--- config.mk ---
export PLATFORM = sky130hd
export DESIGN_NAME = nf_table_store
export DESIGN_NICKNAME = d
export VERILOG_FILES = /design/src/rtl/nf_table_store.sv
export SDC_FILE = /design/constraint.sdc
export NUM_CORES = 1
export LEC_CHECK = 0
export BUFFER_PORTS_ARGS = -buffer_cell sky130_fd_sc_hd__buf_4
export CAP_MARGIN = 5
export CORE_MARGIN = 4
export CORE_UTILIZATION = 35
export CTS_CLUSTER_DIAMETER = 30
export DETAILED_ROUTE_END_ITERATION = 12
export RECOVER_POWER = 25
export SETUP_SLACK_MARGIN = 0.15
export SLEW_MARGIN = 15
export SYNTH_ARGS = -nofsm -noshare
export SYNTH_HDL_FRONTEND = slang
export SYNTH_SLANG_ARGS = --single-unit
--- constraint.sdc ---
create_clock -name Bus2IP_Clk -period 1.9 [get_ports Bus2IP_Clk]
set_input_delay 0.095 -clock Bus2IP_Clk [delete_from_list [all_inputs] [get_ports Bus2IP_Clk]]
set_output_delay 0.095 -clock Bus2IP_Clk [all_outputs]
set_load 0.02 [all_outputs]
--- src/rtl/nf_table_store.sv ---
`default_nettype none
// ============================================================================
// Module      : nf_table_store
// Description : Row-addressed table of TBL_NUM_ROWS x (W*TBL_NUM_COLS) flops.
//               Register side: request/acknowledge read and write port,
//               serialised by a small FSM (write wins when both requests
//               are raised together). Datapath side: one lookup per cycle,
//               result one cycle later, never stalled.
// Ports       : Bus2IP_Clk, Bus2IP_Resetn (async, active-low)
//               tbl_rd_req/ack/addr/data  register-side read
//               tbl_wr_req/ack/addr/data  register-side write
//               lkp_valid/addr -> lkp_data_valid/lkp_data  datapath lookup
// Revision    : 1.0  initial release
// ============================================================================
module nf_table_store #(
    parameter int C_S_AXI_DATA_WIDTH = 32,
    parameter int TBL_NUM_COLS       = 4,
    parameter int TBL_NUM_ROWS       = 4,
    localparam int AW = (TBL_NUM_ROWS > 1) ? $clog2(TBL_NUM_ROWS) : 1,
    localparam int RW = C_S_AXI_DATA_WIDTH * TBL_NUM_COLS
) (
    input  logic          Bus2IP_Clk,
    input  logic          Bus2IP_Resetn,
    input  logic          tbl_rd_req,
    output logic          tbl_rd_ack,
    input  logic [AW-1:0] tbl_rd_addr,
    output logic [RW-1:0] tbl_rd_data,
    input  logic          tbl_wr_req,
    output logic          tbl_wr_ack,
    input  logic [AW-1:0] tbl_wr_addr,
    input  logic [RW-1:0] tbl_wr_data,
    input  logic          lkp_valid,
    input  logic [AW-1:0] lkp_addr,
    output logic          lkp_data_valid,
    output logic [RW-1:0] lkp_data
);

    // Row count at address width + 1 so out-of-range addresses can be
    // detected when TBL_NUM_ROWS is not a power of two.
    localparam logic [AW:0] ROWS_C = (AW+1)'(TBL_NUM_ROWS);

    typedef enum logic [1:0] {
        IDLE    = 2'd0,
        RD_DONE = 2'd1,
        WR_DONE = 2'd2,
        HOLD    = 2'd3
    } state_t;

    state_t        state_q, state_d;
    logic          served_wr_q, served_wr_d;   // request HOLD waits on
    logic [RW-1:0] rows_q [TBL_NUM_ROWS];
    logic [RW-1:0] rd_data_q;
    logic          lkp_valid_q;
    logic [RW-1:0] lkp_data_q;

    logic          wr_en;
    logic          rd_en;
    logic          wr_in_range;
    logic          rd_in_range;
    logic          lkp_in_range;

    assign wr_in_range  = ({1'b0, tbl_wr_addr} < ROWS_C);
    assign rd_in_range  = ({1'b0, tbl_rd_addr} < ROWS_C);
    assign lkp_in_range = ({1'b0, lkp_addr}    < ROWS_C);

    // ------------------------------------------------------------------
    // Register-port FSM
    // ------------------------------------------------------------------
    always_ff @(posedge Bus2IP_Clk or negedge Bus2IP_Resetn) begin
        if (!Bus2IP_Resetn) begin
            state_q     <= IDLE;
            served_wr_q <= 1'b0;
        end else begin
            state_q     <= state_d;
            served_wr_q <= served_wr_d;
        end
    end

    always_comb begin
        state_d     = state_q;
        served_wr_d = served_wr_q;
        wr_en       = 1'b0;
        rd_en       = 1'b0;
        case (state_q)
            IDLE: begin
                if (tbl_wr_req) begin
                    wr_en       = 1'b1;
                    served_wr_d = 1'b1;
                    state_d     = WR_DONE;
                end else if (tbl_rd_req) begin
                    rd_en       = 1'b1;
                    served_wr_d = 1'b0;
                    state_d     = RD_DONE;
                end
            end
            RD_DONE, WR_DONE: state_d = HOLD;
            HOLD: begin
                // Only the request that was served must drop; a pending
                // read raised alongside a write is picked up in IDLE.
                if (served_wr_q ? !tbl_wr_req : !tbl_rd_req) begin
                    state_d = IDLE;
                end
            end
            default: state_d = IDLE;
        endcase
    end

    assign tbl_wr_ack = (state_q == WR_DONE);
    assign tbl_rd_ack = (state_q == RD_DONE);

    // ------------------------------------------------------------------
    // Table storage; out-of-range writes are acknowledged and dropped.
    // ------------------------------------------------------------------
    always_ff @(posedge Bus2IP_Clk or negedge Bus2IP_Resetn) begin
        if (!Bus2IP_Resetn) begin
            for (int i = 0; i < TBL_NUM_ROWS; i++) begin
                rows_q[i] <= '0;
            end
        end else if (wr_en && wr_in_range) begin
            rows_q[tbl_wr_addr] <= tbl_wr_data;
        end
    end

    // ------------------------------------------------------------------
    // Register read capture; holds until the next capture.
    // ------------------------------------------------------------------
    always_ff @(posedge Bus2IP_Clk or negedge Bus2IP_Resetn) begin
        if (!Bus2IP_Resetn) begin
            rd_data_q <= '0;
        end else if (rd_en) begin
            rd_data_q <= rd_in_range ? rows_q[tbl_rd_addr] : '0;
        end
    end

    assign tbl_rd_data = rd_data_q;

    // ------------------------------------------------------------------
    // Lookup path, independent of the FSM. Reads the pre-edge table, so a
    // write at the same edge is seen only by later lookups.
    // ------------------------------------------------------------------
    always_ff @(posedge Bus2IP_Clk or negedge Bus2IP_Resetn) begin
        if (!Bus2IP_Resetn) begin
            lkp_valid_q <= 1'b0;
            lkp_data_q  <= '0;
        end else begin
            lkp_valid_q <= lkp_valid;
            if (lkp_valid) begin
                lkp_data_q <= lkp_in_range ? rows_q[lkp_addr] : '0;
            end
        end
    end

    assign lkp_data_valid = lkp_valid_q;
    assign lkp_data       = lkp_data_q;

endmodule
`default_nettype wire

==> impl_metrics.py <==
metrics = {
    "clock_tree": {
        "cts_buffers": 187,
        "cts_root_buf": "clkbuf_16",
        "cts_tree": "yes",
        "numClockSinks": 772,
        "clk_pin_slew_ns": 0.05,
        "htreeDepth": 4,
        "clock_latency_ns": 0.77,
        "clockBufferDepth": 3,
    },
    "finish": {
        "drive_gt1_frac": 0.680,
        "fin_area_sq_um": 53000,
        "fill_cells": 7877,
        "final_core_util": 0.529,
        "area_delta_synth_final_pct": 50.0,
        "layout.nets": 2948,
    },
    "power": {
        "power_frac_clock": 0.361,
        "seqPwrFrac": 0.328,
        "p_per_area_nw_per_um2": 1750,
        "swShare": 0.295,
        "peakVddDrop_uv": 994,
        "power_leakage_nw": 24.7,
        "p_int_mw": 65.6,
        "switchingPower_mw": 27.4,
        "p_comb_frac": 0.311,
    },
    "worst_setup_path": {
        "critical_path_class": "reg2reg",
        "cp_max_fo": 7,
        "arrival_ns": 2.60,
        "r2r_slack_ns": -0.05,
        "r2r_end": "rows_q[452]",
        "worstRegToRegCells": 10,
        "critPathRequiredTime_ns": 2.55,
        "end_kind": "flop",
        "reg2reg_from": "state_q[0]",
        "crit_path_start_kind": "flop",
    },
    "routing": {
        "viasPerCell": 5.30,
        "drc": 0,
        "ant_nets": 0,
        "drtIter0Drc": 1470,
        "drt_wl_total_microns": 114000,
        "avgRoutedWirePerCell_microns": 26.6,
        "first_pass_iters": 7,
        "via_count": 22586,
    },
    "place": {
        "place_hpwl_microns": 65900,
        "dpl_worst_slack_ns": -0.0887,
        "gp_congestion": 0.770,
        "portBuffers": 397,
        "post_dp_cell_area_sq_um": 40900,
    },
    "logic_synthesis": {
        "synth_warnings": 0,
        "synth_seq_cells": 772,
        "synth_top_area_frac": 0.546,
        "muxShareOfSynthArea": 0.419,
        "synth_xor_area_frac": 0,
        "synth-edff-count": 0,
        "synth_area_sq_um": 35400,
        "ys_seq_area_frac": 0.546,
        "synth_top_family_by_area": "multiplexers",
        "synth-adder-area-share": 0.00142,
        "synthSimpleGateAreaFrac": 0.00191,
        "synthFlopType": "dfrtp_1",
        "syn-num-nets": 2105,
        "syn_area_per_cell_sq_um": 18.0,
        "yosys-top-cells-count": "dfrtp_1 (772), mux2_2 (669), mux4_2 (256)",
        "synthCells": 1962,
        "ys_top_cells_by_area": "dfrtp_1 (55%), mux2_2 (21%), mux4_2 (16%)",
        "ys_async_sr_fraction": 1.00,
        "synth.most_common_cell": "dfrtp_1",
        "yosys.area.top_type": "dfrtp_1",
        "synth.distinct_cells": 23,
        "synth_compound_area_frac": 0.00131,
    },
    "flow_run": {
        "maxCapViolCount": 0,
    },
    "timing": {
        "worst_clock_skew_ns": 0.0636,
        "min_period_ns": 1.95,
        "period_share": 1.03,
        "slew_violations": 0,
        "setup_viol": 103,
        "rsz0062_at_grt": "yes",
        "relSlewSlack": 0.211,
        "worst_slew_pin_slew_ns": 1.18,
        "fin_ws_ns": -0.0534,
        "finalHoldViolCount": 0,
        "setup_tns_ns": -2.08,
        "max_freq_mhz": 512,
        "hold_slack_ns": 0.0905,
    },
    "floorplanning": {
        "start_util": 0.353,
        "chipWidth_microns": 326,
        "die_area_sq_um": 106000,
        "rows": 116,
        "io_pins": 398,
        "dieHeight_microns": 326,
        "core_sq_um": 100000,
    },
    "run_status": {
        "run_status": "finished, violations left",
        "violations": "negative setup slack",
    },
    "grt": {
        "grt_pass1_wl_microns": 164000,
        "grt-ovfl-total": 0,
        "grt_pass1_vias": 25464,
        "grt.total_usage": 0.204,
        "antenna_found_initial": 4,
        "grt_max_degree": 92,
    },
    "min_path": {
        "min_from": "tbl_wr_addr[1]",
        "hp-class": "in2reg",
        "whs_endpoint": "rows_q[382]",
        "holdPathStages": 5,
    },
}
worst max-delay path, stage by stage (launching register included):
cell     delay, ns
dfrtp_1       0.38
inv_2         0.08
ha_4          0.15
nand2_4       0.06
nor3_4        0.16
buf_12        0.15
buf_16        0.15
buf_12        0.13
buf_12        0.10
buf_16        0.13
mux2_4        0.31
repair_timing:
item,4_1_cts,5_1_grt
endpoints found under the setup margin,583,633
hold endpoints to repair,1276,0
setup buffers,38,19
hold buffers,138,0
pin swaps,5,3
gates cloned,36,27
gates resized for setup,274,205
metrics by stage:
step / instances / power, mW
6_report: 4264 / 92.9
5_1_grt: 4263 / 96.8
4_1_cts: 4216 / 91.7
3_5_place_dp: 3656 / 55.1
3_3_place_gp: 3656 / 53.6
2_1_floorplan: 1962 / 45.0
worst max path at each step:
stage | slack [ns] | depth (start not counted) | end | start
after global routing | -0.11 | 9 | rows_q[226] | state_q[0]
final | -0.05 | 10 | rows_q[452] | state_q[0]
after CTS | -0.04 | 9 | rows_q[433] | state_q[0]
after detailed placement | -0.09 | 7 | rows_q[445] | state_q[0]
after global placement | -0.07 | 7 | rows_q[430] | state_q[0]
after floorplan | 0.11 | 7 | rows_q[263] | state_q[0]
cells by family (layout without fill, tap and decap cells):
logic type                 after synthesis  in the layout
AOI/OAI and AO/OA                        6              6
adders and majority gates                4              4
buffers and inverters                  144           1146
DFF                                    772            772
muxes                                 1025           1025
other                                    0              2
and+or+nand+nor                         11             11
power by group through the flow:
stage | combinational, mW | sequential, mW | clock (mW)
floorplan | 13.8 | 31.2 | 0
global placement | 24.2 | 29.3 | 0
detailed placement | 24.9 | 30.2 | 0
CTS | 27.4 | 30.2 | 34.1
global route | 30.4 | 31.3 | 35.1
finish | 28.9 | 30.5 | 33.6
flip-flops by register name, summed over array words and instances, names as in the netlist:
register / cells
rows_q: 512
lkp_data: 128
served_wr_q: 1
tbl_rd_data: 128
lkp_data_valid: 1
state_q: 2
area by class of cell:
| cell class | count | area [sq um] | share of cell area |
|---|---|---|---|
| repair buffers | 795 | 9000 | 0.170 |
| flip-flops and latches | 772 | 19300 | 0.364 |
| multi-input cells | 1046 | 16300 | 0.307 |
| clock buffers | 235 | 5140 | 0.0970 |
| inverters | 3 | 11.3 | 0.000212 |
| diodes | 2 | 5.00 | 0.0000944 |
| well taps | 1298 | 1620 | 0.0306 |
| clock inverters | 113 | 1660 | 0.0313 |
layout by cell type, fill, tap and decap left out, types with 2 or more instances in the layout:
cell type and count:
mux2_4 428, buf_12 83, mux2_2 341, clkbuf_16 210
inv_6 3, inv_2 2, nand2_1 2, o2bb2ai_1 2
diode_2 2, clkinv_2 35, dlygate4sd3_1 137, clkbuf_8 27
clkbuf_2 10, buf_6 32, buf_16 51, clkinv_16 10
clkbuf_4 3, clkinv_4 6, inv_16 2, clkinvlp_4 28
clkbuf_1 24, bufinv_16 28, mux4_2 256, ha_4 3
buf_8 20, and3_1 2, dfrtp_1 772, nand4b_1 2
buf_4 433
layer usage:
metal / GRT usage / up-vias / part of all wire
li1: - / 9325 / -
met1: 0.275 / 12248 / 0.44
met2: 0.329 / 814 / 0.48
met3: 0.0467 / 195 / 0.056
met4: 0.0676 / 4 / 0.025
met5: 0 / - / 0.00025
(Power assumes the default switching activity.)
